`config.mk`:
```
export PLATFORM = sky130hd
export DESIGN_NAME = button_conditioner_bank
export DESIGN_NICKNAME = d
export VERILOG_FILES = /design/src/rtl/button_conditioner_bank.sv
export SDC_FILE = /design/constraint.sdc
export NUM_CORES = 1
export LEC_CHECK = 0
export CAP_MARGIN = 20
export CORE_ASPECT_RATIO = 1.5
export CORE_UTILIZATION = 45
export DETAILED_ROUTE_END_ITERATION = 10
export PLACE_DENSITY = 0.68
export SYNTH_ARGS = -nofsm -noshare
export SYNTH_HDL_FRONTEND = slang
export SYNTH_SLANG_ARGS = --single-unit
```
`constraint.sdc`:
```
create_clock -name clk -period 3.8 [get_ports clk]
set_input_delay 0.57 -clock clk [delete_from_list [all_inputs] [get_ports clk]]
set_output_delay 0.57 -clock clk [all_outputs]
set_load 0.005 [all_outputs]
```
`src/rtl/button_conditioner_bank.sv`:
```
// Multi-channel pad conditioner: per-channel synchroniser, optional inversion, debounce, press/release strobes.
// Optional hold/auto-repeat strobes are built only when HOLD_REPEAT_EN is defined.
module button_conditioner_bank #(
    parameter int unsigned          CHANNELS        = 5,
    parameter int unsigned          STAGES          = 4,
    parameter int unsigned          DEBOUNCE_CYCLES = 1_000_000,
    parameter logic [CHANNELS-1:0]  INVERT_MASK     = '0,
    parameter int unsigned          HOLD_CYCLES     = 50_000_000,
    parameter int unsigned          REPEAT_CYCLES   = 10_000_000
) (
    input  logic                clk,
    input  logic                rst,
    input  logic [CHANNELS-1:0] in,
    output logic [CHANNELS-1:0] level,
    output logic [CHANNELS-1:0] pressed,
    output logic [CHANNELS-1:0] released,
    output logic                any_pressed,
    output logic [CHANNELS-1:0] repeat_out
);

    localparam int unsigned    CW       = $clog2(DEBOUNCE_CYCLES + 1);
    localparam logic [CW-1:0]  CNT_LAST = CW'(DEBOUNCE_CYCLES - 1);

    logic [CHANNELS-1:0] sync_q [STAGES];
    logic [CHANNELS-1:0] sync;
    logic [CHANNELS-1:0] level_nxt;
    logic [CHANNELS-1:0] accept;
    logic [CW-1:0]       cnt     [CHANNELS];
    logic [CW-1:0]       cnt_nxt [CHANNELS];

    always_ff @(posedge clk) begin
        if (rst) begin
            for (int unsigned s = 0; s < STAGES; s++) sync_q[s] <= '0;
        end else begin
            sync_q[0] <= in ^ INVERT_MASK;
            for (int unsigned s = 1; s < STAGES; s++) sync_q[s] <= sync_q[s-1];
        end
    end

    assign sync = sync_q[STAGES-1];

    // The counter clears at its terminal value, so it can never wrap.
    always_comb begin
        level_nxt = level;
        accept    = '0;
        for (int unsigned ch = 0; ch < CHANNELS; ch++) begin
            cnt_nxt[ch] = cnt[ch] + CW'(1);
            if (sync[ch] == level[ch]) begin
                cnt_nxt[ch] = '0;
            end else if (cnt[ch] == CNT_LAST) begin
                cnt_nxt[ch]   = '0;
                accept[ch]    = 1'b1;
                level_nxt[ch] = sync[ch];
            end
        end
    end

    always_ff @(posedge clk) begin
        if (rst) begin
            level    <= '0;
            pressed  <= '0;
            released <= '0;
            for (int unsigned ch = 0; ch < CHANNELS; ch++) cnt[ch] <= '0;
        end else begin
            level    <= level_nxt;
            pressed  <= accept & level_nxt;
            released <= accept & ~level_nxt;
            cnt      <= cnt_nxt;
        end
    end

    assign any_pressed = |pressed;

`ifdef HOLD_REPEAT_EN
    localparam int unsigned    HMAX      = (HOLD_CYCLES > REPEAT_CYCLES) ? HOLD_CYCLES : REPEAT_CYCLES;
    localparam int unsigned    HW        = $clog2(HMAX + 1);
    localparam logic [HW-1:0]  HOLD_LAST = HW'(HOLD_CYCLES - 1);
    localparam logic [HW-1:0]  REP_LAST  = HW'(REPEAT_CYCLES - 1);

    logic [HW-1:0]       hold_cnt [CHANNELS];
    logic [HW-1:0]       hold_nxt [CHANNELS];
    logic [CHANNELS-1:0] rep_phase;
    logic [CHANNELS-1:0] rep_phase_nxt;
    logic [CHANNELS-1:0] rep_fire;

    // Gating on level_nxt suppresses a repeat in the same cycle a release is accepted.
    always_comb begin
        rep_fire      = '0;
        rep_phase_nxt = rep_phase;
        for (int unsigned ch = 0; ch < CHANNELS; ch++) begin
            hold_nxt[ch] = hold_cnt[ch] + HW'(1);
            if (!level_nxt[ch] || !level[ch]) begin
                hold_nxt[ch]      = '0;
                rep_phase_nxt[ch] = 1'b0;
            end else if (hold_cnt[ch] == (rep_phase[ch] ? REP_LAST : HOLD_LAST)) begin
                hold_nxt[ch]      = '0;
                rep_phase_nxt[ch] = 1'b1;
                rep_fire[ch]      = 1'b1;
            end
        end
    end

    always_ff @(posedge clk) begin
        if (rst) begin
            rep_phase  <= '0;
            repeat_out <= '0;
            for (int unsigned ch = 0; ch < CHANNELS; ch++) hold_cnt[ch] <= '0;
        end else begin
            rep_phase  <= rep_phase_nxt;
            repeat_out <= rep_fire;
            hold_cnt   <= hold_nxt;
        end
    end
`else
    assign repeat_out = '0;
`endif

endmodule

```
==> flow_summary.rst <==
.. list-table::
   :header-rows: 1

   * - Metric
     - Value
   * - DRC Markers
     - 0
   * - Type of the worst setup path
     - reg2reg
   * - Reg-to-reg endpoint
     - cnt[9]
   * - Io pins
     - 28
   * - Worst rel slew slack
     - 52.13%
   * - Most used standard cell by instance count after synthesis
     - dfxtp_1
   * - DRT Wirelength
     - 10970 µm
   * - Worst Setup End Kind
     - flop
   * - Number of setup violations in the final report
     - 0
   * - Hold crit path type
     - reg2reg
   * - CTS-repair resized insts
     - 0
   * - Required time at the worst-slack endpoint
     - 4.07 ns
   * - Part of the power in the clock network
     - 50.1%
   * - Share of the yosys chip area belonging to registers
     - 47.46%
   * - HPWL Detailed
     - 7560 µm
   * - Clock net sink count
     - 135
   * - Worst hold slack
     - 0.4370 ns
   * - Final hold viol count
     - 0
   * - Number of buffers on the longest clock path
     - 2
   * - Gate count of the mapped netlist
     - 633
   * - Average footprint of a synthesized cell
     - 8.996 µm²
   * - Met2 wirelength from detailed routing
     - 5642 µm
   * - H-tree levels
     - 4
   * - Antenna diode count
     - 0
   * - Worst-case reg-to-reg path depth
     - 4
   * - Met1 layer wirelength in the final routing
     - 4768 µm
   * - Max layer used
     - met4
   * - Total core area
     - 12390 µm²
   * - Hold depth
     - 1
   * - Mean number of vias per cell
     - 5.500
   * - Final Critical Period
     - 2.117 ns
   * - Iteration-0 DRC count of the detailed router
     - 250
   * - Die Wd
     - 93.85 µm
   * - Root cell of the clock tree
     - clkbuf_16
   * - Power per Cell Area
     - 444.2 nW/µm²
   * - Fin util
     - 52.84%
   * - Synthesis-stage register bit count
     - 135
   * - Maximum number of pins on one net before global-route repair
     - 21
   * - Clk slew on worst S/H paths
     - 0.05 ns
   * - Post-synth top flop
     - dfxtp_1
   * - WL/cell
     - 13.32 µm
   * - First-pass GRT wire length
     - 19310 µm
   * - Area enclosed by the die boundary
     - 13120 µm²
   * - Hold endpoint
     - sync_q[3][1]
   * - Power consumption
     - 2.908 mW
   * - Share of the clock period used by the worst path after layout
     - 55.71%
   * - Mapped Area
     - 5694 µm²
   * - FP Rows
     - 50
   * - Skew final
     - 0.005328 ns
   * - Number of CTS-inserted buffers
     - 17
   * - Die outline height
     - 139.8 µm
   * - Routability Congestion
     - 0.7967
   * - Tightest Pin Transition
     - 0.7179 ns
   * - Max-cap violation count
     - 0
   * - P_sw
     - 0.5677 mW
   * - Synth area leader
     - dfxtp_1
   * - Fmax
     - 472.4 MHz
   * - Status
     - finished, final reports clean
   * - Remaining global-route overflow
     - 0
   * - Final design area excluding fillers
     - 6545 µm²
   * - Synth Warn #
     - 0
   * - Port-buffer cells
     - 22
   * - Area growth from synthesis to layout
     - 14.94%
   * - Largest fanout of any net on the critical path
     - 18
   * - Antenna-violating nets left
     - 0
   * - TritonCTS clock tree
     - built
   * - Met3 wire len
     - 348 µm
   * - Ys async rst share
     - 0%
   * - Launching element type of the critical path
     - flop
   * - P_leak
     - 2.042 nW
   * - Post-CTS Setup Repair Bufs
     - 0
   * - DRT Pass-1 Iters
     - 4
   * - Vias in the first global route
     - 4406
   * - Internal portion of total power
     - 2.340 mW
   * - Area contributors post-synth
     - dfxtp_1 47%, xor2_1 5.2%, nor2_1 4.6%, nand3_1 4.0%, xnor2_1 3.7%
   * - Portion of total power attributed to sequential cells
     - 49.1%
   * - Net total in the final layout
     - 670
   * - Critical register-to-register path startpoint
     - cnt[16]
   * - Final number of max-transition violations
     - 0
   * - Ratio of cells with drive above 1 in the final layout
     - 5.988%
   * - Top cell type's share of synthesized area
     - 47.46%
   * - Unrepaired setup endpoints after global routing
     - no
   * - Comb pwr share
     - 0.8%
   * - Post-synth cell types
     - 42
   * - Global Route Usage Sum
     - 18.38%
   * - Antenna violations before repair
     - 0
   * - Setup slack on the worst flop-to-flop path
     - 1.68 ns
   * - Vias after detailed routing
     - 4532
   * - Placed inst area
     - 6020 µm²
   * - Clock insertion delay at the later pin of the skew report
     - 0.41 ns
   * - Hold-fix buffer count after cts
     - 0
   * - Starting density of the core
     - 45.97%
   * - Switching portion of total power
     - 19.53%
   * - Worst Path Arrival
     - 2.39 ns
   * - Accumulated negative setup slack
     - 0 ns
   * - Worst hold start
     - sync_q[2][1]
   * - VDD IR max
     - 0.0002871 V
   * - Number of flops mapped to enable cells by yosys
     - 0
   * - Commonest cells post-synth
     - 135 x dfxtp_1, 70 x nor2_1, 45 x nand3_1, 41 x a21oi_1, 34 x xor2_1
[worst max-delay path, cell delays in order, from the launching register on]
cell and delay, ns:
dfxtp_1 0.38, nand3_1 0.13, or4b_2 0.72, o21ai_2 0.62
nor2_1 0.11
[layer usage]
metal	vias to the layer above	track usage, %
li1	2308	-
met1	2139	20.92
met2	65	31.69
met3	20	5.246
met4	0	7.530
met5	-	0
[power by group through the flow]
stage / clock [mW] / combinational (mW) / sequential (mW)
2_1_floorplan: 0 / 0.0196 / 1.46
3_3_place_gp: 0 / 0.0241 / 1.46
3_5_place_dp: 0 / 0.0247 / 1.46
4_1_cts: 1.49 / 0.0248 / 1.43
5_1_grt: 1.56 / 0.0281 / 1.43
6_report: 1.46 / 0.0246 / 1.43
[final cells by class]
cell class / instances / area (µm²)
clock buffer: 25 / 505.5
clock inverter: 4 / 20.02
fill: 1149 / 5842
inverter: 10 / 37.54
multi-input combinational: 469 / 2841
sequential: 135 / 2703
tap: 156 / 195.2
timing repair buffer: 25 / 242.7
[kinds of logic (layout without fill, tap and decap cells)]
group                      count (synthesis)  after routing  synth area share [%]
AOI/OAI and AO/OA                         86             86                 8.812
xor gates and xnor gates                  58             58                 8.921
adders and majority gates                  5              5                 1.099
buffers and inverters                     33             64                 2.901
DFF                                      135            135                 47.46
other                                      1              5               0.06586
and+or+nand+nor                          315            315                 30.74
[layout by cell type, fill, tap and decap left out, types with 6 or more instances in the layout]
master           Yosys  final
dfxtp_1            135    135
nor2_1              70     70
nand3_1             45     45
a21oi_1             41     41
xor2_1              34     34
nand2_1             30     30
nand4_1             29     29
o21ai_0             24     24
xnor2_1             24     24
or3_1               23     23
clkdlybuf4s50_1      0     22
nor2b_1             20     20
and3_1              18     18
clkbuf_16            0     17
or4_1               15     15
nor3_1              12     12
o31ai_1             12     12
and2_1              10     10
inv_1               10     10
and4_1               9      9
nand2b_1             8      8
nor4_1               6      6
[sequential cells by signal, summed over array words and instances, names as in the netlist]
register	flops
cnt	100
sync_q	20
level	5
pressed	5
released	5
[through the flow]
| step | worst slack (ns) | cells |
|---|---|---|
| 3_3_place_gp | 1.596 | 795 |
| 5_1_grt | 1.502 | 824 |
| 6_report | 1.683 | 824 |
| 4_1_cts | 1.670 | 824 |
| 3_5_place_dp | 1.448 | 795 |
| 2_1_floorplan | 1.893 | 637 |
[how the worst max path moves through the flow]
stage	start	to	slack, ns	cells past startpoint
after CTS	cnt[26]	cnt[27]	1.67	4
final	cnt[16]	cnt[9]	1.68	4
after floorplan	cnt[26]	cnt[31]	1.89	5
after global placement	rst	cnt[13]	1.60	4
after detailed placement	rst	cnt[15]	1.45	4
after global routing	cnt[16]	cnt[9]	1.50	4
No activity file was read; power rests on OpenSTA's default activity.
